## config.mk

```make
export PLATFORM = sky130hd
export DESIGN_NAME = systolic_skew_feeder_flat
export DESIGN_NICKNAME = d
export VERILOG_FILES = /design/src/rtl/systolic_skew_feeder_pkg.sv /design/src/rtl/systolic_skew_feeder_if.sv /design/src/rtl/systolic_skew_feeder_skew_lane_sel.sv /design/src/rtl/systolic_skew_feeder.sv /design/src/flat_wrapper.sv
export SDC_FILE = /design/constraint.sdc
export NUM_CORES = 1
export LEC_CHECK = 0
export ABC_AREA = 0
export BUFFER_PORTS_ARGS = -buffer_cell sky130_fd_sc_hd__buf_2
export CORE_MARGIN = 10
export CORE_UTILIZATION = 45
export DETAILED_ROUTE_END_ITERATION = 16
export PLACE_DENSITY = 0.61
export SYNTH_ARGS = -nofsm -noshare
export SYNTH_HDL_FRONTEND = slang
export SYNTH_SLANG_ARGS = --single-unit
```

## constraint.sdc

```tcl
create_clock -name clk -period 11.8 [get_ports clk]
set_input_delay 2.36 -clock clk [delete_from_list [all_inputs] [get_ports clk]]
set_output_delay 2.36 -clock clk [all_outputs]
set_load 0.05 [all_outputs]
```

## src/rtl/systolic_skew_feeder_pkg.sv

```systemverilog
// Shared constants, FSM state type and stream-length helper for the skew feeder.
// Optional macro SKEW_FEEDER_TRANSPOSE_EN is consumed by the top module, not here.
package systolic_pkg;

  localparam int DW = 8;
  localparam logic [DW-1:0] FP_ZERO = 8'h00;

  typedef enum logic [1:0] {
    IDLE,
    STREAM,
    FINISH
  } state_t;

  // Number of skewed columns needed to push an n x n matrix through n lanes.
  function automatic int stream_len(input int n);
    return 2 * n - 1;
  endfunction

endpackage

```

## src/rtl/systolic_skew_feeder_if.sv

```systemverilog
// Write port, start/handshake and lane bus of the skew feeder.
// slave is the feeder side, master the side that loads and starts it.
interface systolic_skew_feeder_if #(
  parameter int N  = 4,
  parameter int DW = 8,
  parameter int AW = $clog2(N)
);

  logic          wr_en;
  logic [AW-1:0] wr_row;
  logic [AW-1:0] wr_col;
  logic [DW-1:0] wr_data;
  logic          start;
  logic          busy;
  logic          done;
  logic          out_valid;
  logic [N*DW-1:0] lane_data;

  modport slave (
    input  wr_en, wr_row, wr_col, wr_data, start,
    output busy, done, out_valid, lane_data
  );

  modport master (
    output wr_en, wr_row, wr_col, wr_data, start,
    input  busy, done, out_valid, lane_data
  );

endinterface

```

## src/rtl/systolic_skew_feeder_skew_lane_sel.sv

```systemverilog
// Per-lane element select: lane LANE shows i_vec[t-LANE] while that index is
// inside the vector and the minifloat zero otherwise.
module skew_lane_sel
  import systolic_pkg::*;
#(
  parameter int N    = 4,
  parameter int LANE = 0,
  parameter int TW   = 3
) (
  input  logic [TW-1:0]         i_t,
  input  logic [N-1:0][DW-1:0]  i_vec,
  output logic [DW-1:0]         o_data
);

  always_comb begin
    // NOTE: the default assignment up front keeps every path driven, so no latch is inferred.
    o_data = FP_ZERO;
    for (int j = 0; j < N; j++) begin
      if (i_t == TW'(LANE + j)) o_data = i_vec[j];
    end
  end

endmodule

```

## src/rtl/systolic_skew_feeder.sv

```systemverilog
// Holds an N x N operand matrix and streams it diagonally skewed into the PE array.
// Define SKEW_FEEDER_TRANSPOSE_EN to feed columns (b operand) instead of rows.
module systolic_skew_feeder
  import systolic_pkg::*;
#(
  parameter int N = 4
) (
  input  logic                  clk,
  input  logic                  rst,
  systolic_skew_feeder_if.slave bus
);

  localparam int LEN = stream_len(N);
  localparam int TW  = $clog2(LEN + 1);

  state_t r_state;
  state_t w_next;
  logic [TW-1:0]               r_t;
  logic [N-1:0][N-1:0][DW-1:0] r_mem;
  logic [N-1:0][DW-1:0]        r_lane;
  logic [N-1:0][DW-1:0]        w_lane;
  logic                        r_busy;
  logic                        r_done;
  logic                        r_valid;
  logic                        w_wr_ok;
  logic                        w_start_ok;

  // A start while done is still high is dropped so a restart needs a quiet cycle.
  assign w_start_ok = (r_state == IDLE) && bus.start && !r_done;
  assign w_wr_ok    = (r_state == IDLE) && bus.wr_en &&
                      (int'(bus.wr_row) < N) && (int'(bus.wr_col) < N);

  always_comb begin
    w_next = r_state;
    case (r_state)
      IDLE:    if (w_start_ok) w_next = STREAM;
      STREAM:  if (r_t == TW'(LEN - 1)) w_next = FINISH;
      FINISH:  w_next = IDLE;
      default: w_next = IDLE;
    endcase
  end

  always_ff @(posedge clk or posedge rst) begin
    if (rst) r_state <= IDLE;
    else     r_state <= w_next;
  end

  for (genvar i = 0; i < N; i++) begin : g_lane
    logic [N-1:0][DW-1:0] w_vec;
`ifdef SKEW_FEEDER_TRANSPOSE_EN
    for (genvar j = 0; j < N; j++) begin : g_col
      assign w_vec[j] = r_mem[j][i];
    end
`else
    assign w_vec = r_mem[i];
`endif
    skew_lane_sel #(
      .N    (N),
      .LANE (i),
      .TW   (TW)
    ) u_sel (
      .i_t    (r_t),
      .i_vec  (w_vec),
      .o_data (w_lane[i])
    );
  end

  // NOTE: sequential state uses non-blocking assignments so every register samples pre-edge values.
  always_ff @(posedge clk or posedge rst) begin
    if (rst) begin
      // NOTE: the matrix is deliberately reset; an aborted stream must restart from all zeros.
      r_mem   <= '0;
      r_t     <= '0;
      r_lane  <= '0;
      r_busy  <= 1'b0;
      r_done  <= 1'b0;
      r_valid <= 1'b0;
    end else begin
      r_done <= 1'b0;
      if (w_wr_ok) r_mem[bus.wr_row][bus.wr_col] <= bus.wr_data;
      case (r_state)
        IDLE: begin
          if (w_start_ok) begin
            r_t    <= '0;
            r_busy <= 1'b1;
          end
        end
        STREAM: begin
          r_lane  <= w_lane;
          r_valid <= 1'b1;
          r_t     <= r_t + TW'(1);
        end
        FINISH: begin
          r_lane  <= '0;
          r_valid <= 1'b0;
          r_done  <= 1'b1;
          r_busy  <= 1'b0;
        end
        default: ;
      endcase
    end
  end

  assign bus.busy      = r_busy;
  assign bus.done      = r_done;
  assign bus.out_valid = r_valid;
  assign bus.lane_data = r_lane;

endmodule

```

## src/flat_wrapper.sv

```systemverilog
// flat-port wrapper written by rule: the top's interface ports become plain ports
module systolic_skew_feeder_flat import systolic_pkg::*;
#(
  parameter int N = 4
)
  (clk, rst, bus_wr_en, bus_wr_row, bus_wr_col, bus_wr_data, bus_start, bus_busy, bus_done, bus_out_valid, bus_lane_data);
  systolic_skew_feeder_if #(.N(N), .DW(DW)) bus_i ();
  input  logic clk;
  input  logic rst;
  input wire logic [$bits(bus_i.wr_en)-1:0] bus_wr_en;
  input wire logic [$bits(bus_i.wr_row)-1:0] bus_wr_row;
  input wire logic [$bits(bus_i.wr_col)-1:0] bus_wr_col;
  input wire logic [$bits(bus_i.wr_data)-1:0] bus_wr_data;
  input wire logic [$bits(bus_i.start)-1:0] bus_start;
  output wire logic [$bits(bus_i.busy)-1:0] bus_busy;
  output wire logic [$bits(bus_i.done)-1:0] bus_done;
  output wire logic [$bits(bus_i.out_valid)-1:0] bus_out_valid;
  output wire logic [$bits(bus_i.lane_data)-1:0] bus_lane_data;
  assign bus_i.wr_en = bus_wr_en;
  assign bus_i.wr_row = bus_wr_row;
  assign bus_i.wr_col = bus_wr_col;
  assign bus_i.wr_data = bus_wr_data;
  assign bus_i.start = bus_start;
  assign bus_busy = bus_i.busy;
  assign bus_done = bus_i.done;
  assign bus_out_valid = bus_i.out_valid;
  assign bus_lane_data = bus_i.lane_data;
  systolic_skew_feeder #(.N(N)) u_core (.clk(clk), .rst(rst), .bus(bus_i));
endmodule
```

After elaboration in Yosys (flattened, before gate mapping). Cells that the tools add are included.

Add/sub/neg operators: 1. Magnitude comparators: 4. Equality and inequality tests: 10. Multiplexer cells: 31. Reduce and logical (&&, ||, !) cells: 14.

Operators by type and width (count): $mux 8 (17); $bwmux 128 (1); $demux 32 s2 (1); $pmux 32 s2 (1); $mux 32 (1); $demux 8 s2 (1); $eq 3x3->1 const B (3); $eq 3x2->1 const B (2); $lt 2x3->1 const B (2); $pmux 3 s2 (1); $reduce_and 2->1 (3); $reduce_bool 2->1 (3); $logic_and 1x1->1 (5); $ge 2x1->1 const B (2); $mux 2 (2); $ne 2x1->1 const B (2); $pmux 1 s2 (2); $pmux 2 s2 (1); $add 3x1->3 const B (1); $eq 3x1->1 const B (1); $logic_not 3->1 (1); $mux 3 (1); $eq 2x1->1 const B (1); $eq 2x2->1 const B (1); other kinds (3) (4).

Register bits after elaboration: 168. Input bits: 16. Output and inout port bits: 35. Word-level logic and storage cells: 85.

Longest topological paths before layout.
Depth after elaboration: 7. Depth in mapped cells: 10. Depth with buffers taken out: 6.

Modules after synthesis. Synthesis repeated with hierarchy kept, for this count alone.

Cell total of the unflattened synthesis: 544. Area total of the unflattened synthesis: 7643.6 µm².

Modules (own cells, without submodules): systolic_skew_feeder (instances 1, cells an instance 406, area each 6418.7 µm², seq. area each 4204.0 µm²); skew_lane_sel (u_core.g_lane[0].u_sel ...) (instances 2, cells an instance 30, area each 261.5 µm², seq. area each 0.0 µm²); skew_lane_sel (u_core.g_lane[3].u_sel) (instances 1, cells an instance 40, area each 387.9 µm², seq. area each 0.0 µm²); skew_lane_sel (u_core.g_lane[1].u_sel) (instances 1, cells an instance 38, area each 314.1 µm², seq. area each 0.0 µm²).

Worst setup path before layout. No wires, ideal clock.

Path kind: input port to flip-flop. Start point: input bus_wr_col[1]. End point: register u_core.r_mem, in the netlist u_core.g_lane[0].w_vec[10]. Setup time: 0.125 ns. Data arrival time: 3.419 ns. Required time: 11.675 ns. Path slack: 8.256 ns. Stages on the path: 4. Buffers on the path: 1. Cells stage by stage: nand2b_1 or4_1 buf_6 mux2_4.

Cells in the longest elaborated chain, start to end: 7. Elaborated cells between the ends (all ways): 8. Classes of those cells: order compare: 2; mux: 5; reduce/logical: 1.

RTL lines: start: declaration (line flat_wrapper.sv:12) `input wire logic [$bits(bus_i.wr_col)-1:0] bus_wr_col;`; $lt 2x3->1 (implied by the code) or $ge 2x1->1 (tied branches) (line systolic_skew_feeder.sv:80) `if (w_wr_ok) r_mem[bus.wr_row][bus.wr_col] <= bus.wr_data;`; $logic_and 1x1->1 (implied by the code) (line systolic_skew_feeder.sv:80); $mux 8 (implied by the code) (line systolic_skew_feeder.sv:80); $demux 8 s2 *; $mux 32 (implied by the code) * (line systolic_skew_feeder.sv:80); $demux 32 s2 *; $bwmux 128 * (line systolic_skew_feeder.sv:80); end signal: indexed assignment (line systolic_skew_feeder.sv:80); end: declaration (line systolic_skew_feeder.sv:19) `logic [N-1:0][N-1:0][DW-1:0] r_mem;`.

Mark *: on every way between the ends. The rest lies on a longest branch, timed or not. A chain may end at the register's enable or synchronous reset.

==> impl_metrics.yaml <==
setup_path:
  cp.required_ns: 12.24
  crit_chain: "buf_2 > inv_6 > buf_4"
  crit_arrival_ns: 4.01
  critPathTopFamily: "buffers and inverters"
  crit_path_end_kind: "async pin"
  regToRegStartpoint: "u_core.r_t[0]"
  crit_slowest_cell: "buf_4"
  start_kind: "input port"
  path_buf_inv: 3
  critPathKind: "in2async"
  max_stage_delay_ns: 0.79
  startpoint: "rst"
  worstPathMaxFanout: 101
floorplanning:
  die_y_um: 150
  std_cell_rows: 47
  coreArea_mm2: 0.0166
  start_util_pct: 45.8
  dieArea_mm2: 0.0225
  die_w_um: 150
  ios: 51
clock_network:
  cts_resized: 0
  cts_made_buffers: 17
  ctsLongestPathBuffers: 2
  postCtsSetupRepairBufs: 0
  cts_htree_levels: 4
  clk_latency_ns: 0.43
  numClockSinks: 168
  cts_tree: "yes"
  clkTransAtPathRegs_ns: 0.06
  holdBufCountCts: 0
  clockRootBuffer: "clkbuf_16"
synth:
  synth_nets: 598
  synth_cells: 573
  synth-seq-cells: 168
  synth_cell_types: 44
  synth_area_leaders: "dfrtp_1 (55%), mux2_2 (13%), mux2_4 (7.9%)"
  synth_async_sr_flop_share_pct: 100
  synth_top_area_share_pct: 55.3
  ys_seq_area_share_pct: 55.3
  ys.flop_type: "dfrtp_1"
  synth_enable_flop_cells: 0
  syn-cell-area_mm2: 0.00760
  yosysTopAreaCell: "dfrtp_1"
  syn_avg_cell_area_um2: 13.3
  ys.warnings.count: 0
pwr:
  power.switching_mw: 0.842
  clkPwrFrac_pct: 23.5
  finalPower_mw: 2.30
  p_sw_share_pct: 36.6
  p_comb_share_pct: 35.9
  power_density_mw_per_mm2: 269
  seq_power_share_pct: 40.5
  power_leakage_nw: 3.94
  power.internal_mw: 1.46
  peakVddDrop_uv: 117
sta:
  finalSetupTns_ns: 0
  setup_viol: 0
  finalCritPeriodShare_pct: 30.3
  slew_violations: 0
  tightest_slew_ns: 0.899
  max_slew_margin_pct: 40.1
  period_minus_slack_ns: 3.57
  fin_ws_ns: 8.23
  finalHoldViolations: 0
  rsz0062_at_grt: "false"
  fmax_mhz: 280
  finalClockSkew_ns: 0.00942
worst_hold_path:
  hold_path_class: "reg2reg"
  min_from: "u_core.bus.out_valid"
route:
  drt_iter0_markers: 318
  drt_pre_antenna_iters: 4
  wl_per_cell_um: 21.7
  vias: 4876
  ant_nets: 0
  wl_mm: 18.3
  post-route-drc-count: 0
  vias_per_cell: 5.78
cells_and_area:
  layout-drive-gt1-share_pct: 37.3
  final_cells: 844
  finish.utilization_pct: 51.5
  antennaDiodeCount: 0
  fin_nets: 636
  area_delta_synth_final_pct: 12.3
grt:
  antenna_found_initial: 0
  grt.overflow.total: 0
  grt_pass1_wl_mm: 29.2
  grt_pass1_vias: 5225
  grt_max_degree: 102
  grt.total_usage_pct: 16.6
place:
  dp.cells: 812
  place_ws_ns: 7.69
  dp_hpwl_mm: 11.4
  io_buffers: 50
  gp_congestion: 0.789
flow_run:
  maxCapViolations: 0
outcome:
  status: "complete, no violations"
per-stage QoR:
step,area [µm²],hold WS [ns]
after global routing,8530,0.486
after floorplan,7600,0.473
final,8530,0.476
after global placement,7950,0.462
after detailed placement,7950,0.464
after CTS,8530,0.478
cells by family after synthesis:
logic type,synth area share [%]
adder cells (fa/ha/maj),1.48
multiplexers,21.0
AND/OR/NAND/NOR,5.34
flip-flops,55.3
AO/OA/AOI/OAI,13.5
buffers and inverters,3.36
cell usage in the layout, fill, tap and decap left out, drive strengths merged, types with 5 or more instances in the layout:
| cell type | instances |
|---|---|
| clkinv | 5 |
| buf | 56 |
| a21oi | 33 |
| inv | 8 |
| mux2 | 128 |
| nor2 | 16 |
| a2bb2oi | 7 |
| o221ai | 8 |
| dfrtp | 168 |
| nand2 | 38 |
| a221oi | 23 |
| o21ai | 37 |
| o2bb2ai | 32 |
| ha | 9 |
| clkbuf | 25 |
routing by layer:
| metal | routed length [µm] | track usage [%] | vias to the layer above |
|---|---|---|---|
| met2 | 8480 | 26.0 | 102 |
| met4 | 165 | 5.10 | 0 |
| met1 | 8690 | 22.7 | 2562 |
| met5 | 0 | 0 | - |
| met3 | 968 | 3.56 | 13 |
| li1 | - | - | 2199 |
final timing paths:
kind | slack, ns | endpoint | cells past startpoint
worst max register to register | 9.03 | u_core.bus.lane_data[23] | 7
min in group asynchronous | 2.15 | u_core.bus.lane_data[4] | 2
worst min-delay path | 0.48 | u_core.bus.out_valid | 1
max in group clk | 8.25 | u_core.g_lane[0].w_vec[19] | 4
worst max-delay path | 8.23 | u_core.g_lane[0].w_vec[21] | 3
worst min register to register | 0.48 | u_core.bus.out_valid | 1
layout make-up:
class	instances	area, µm²
fillers	1472	8050
flip-flops and latches	168	4200
multi-input cells	359	3140
clock buffers	25	515
repair buffers	56	295
well taps	220	275
clock inverters	7	65.1
inverters	9	38.8
synth_stat cells (all sizes together), types with 2 or more instances:
cell and instances:
clkbuf 20, and2 2, nor3 2, buf 9
nand2b 3, a2bb2oi 7, mux2 128, o21ai 37
dlygate4sd1 8, o221ai 8, o2bb2ai 32, nand2 38
inv 8, ha 9, nor2 16, or3 3
a21oi 33, a221oi 23, dfrtp 168, a21o 2
or4 2, nand4b 2
sequential cells by signal, summed over array words and instances (netlist names):
signal / cells
u_core.bus.busy: 1
u_core.bus.done: 1
u_core.bus.lane_data: 32
u_core.bus.out_valid: 1
u_core.g_lane.w_vec: 128
u_core.r_state: 2
u_core.r_t: 3
power by group through the flow:
| stage | Combinational (mW) | Clock [mW] | Sequential (mW) |
|---|---|---|---|
| finish | 0.826 | 0.541 | 0.932 |
| global route | 0.899 | 0.574 | 0.959 |
| CTS | 0.837 | 0.552 | 0.930 |
| detailed placement | 0.833 | 0 | 0.937 |
| global placement | 0.811 | 0 | 0.926 |
| floorplan | 0.514 | 0 | 1.03 |
worst register-to-register path: cells and delay by family, from the launching register on:
family	cells	cell delay, ns
AOI/OAI and AO/OA	2	0.29
adders and majority gates	1	0.46
buffers and inverters	2	0.41
DFF	1	0.42
and+or+nand+nor	2	1.11
No activity file was read; power rests on OpenSTA's default activity.
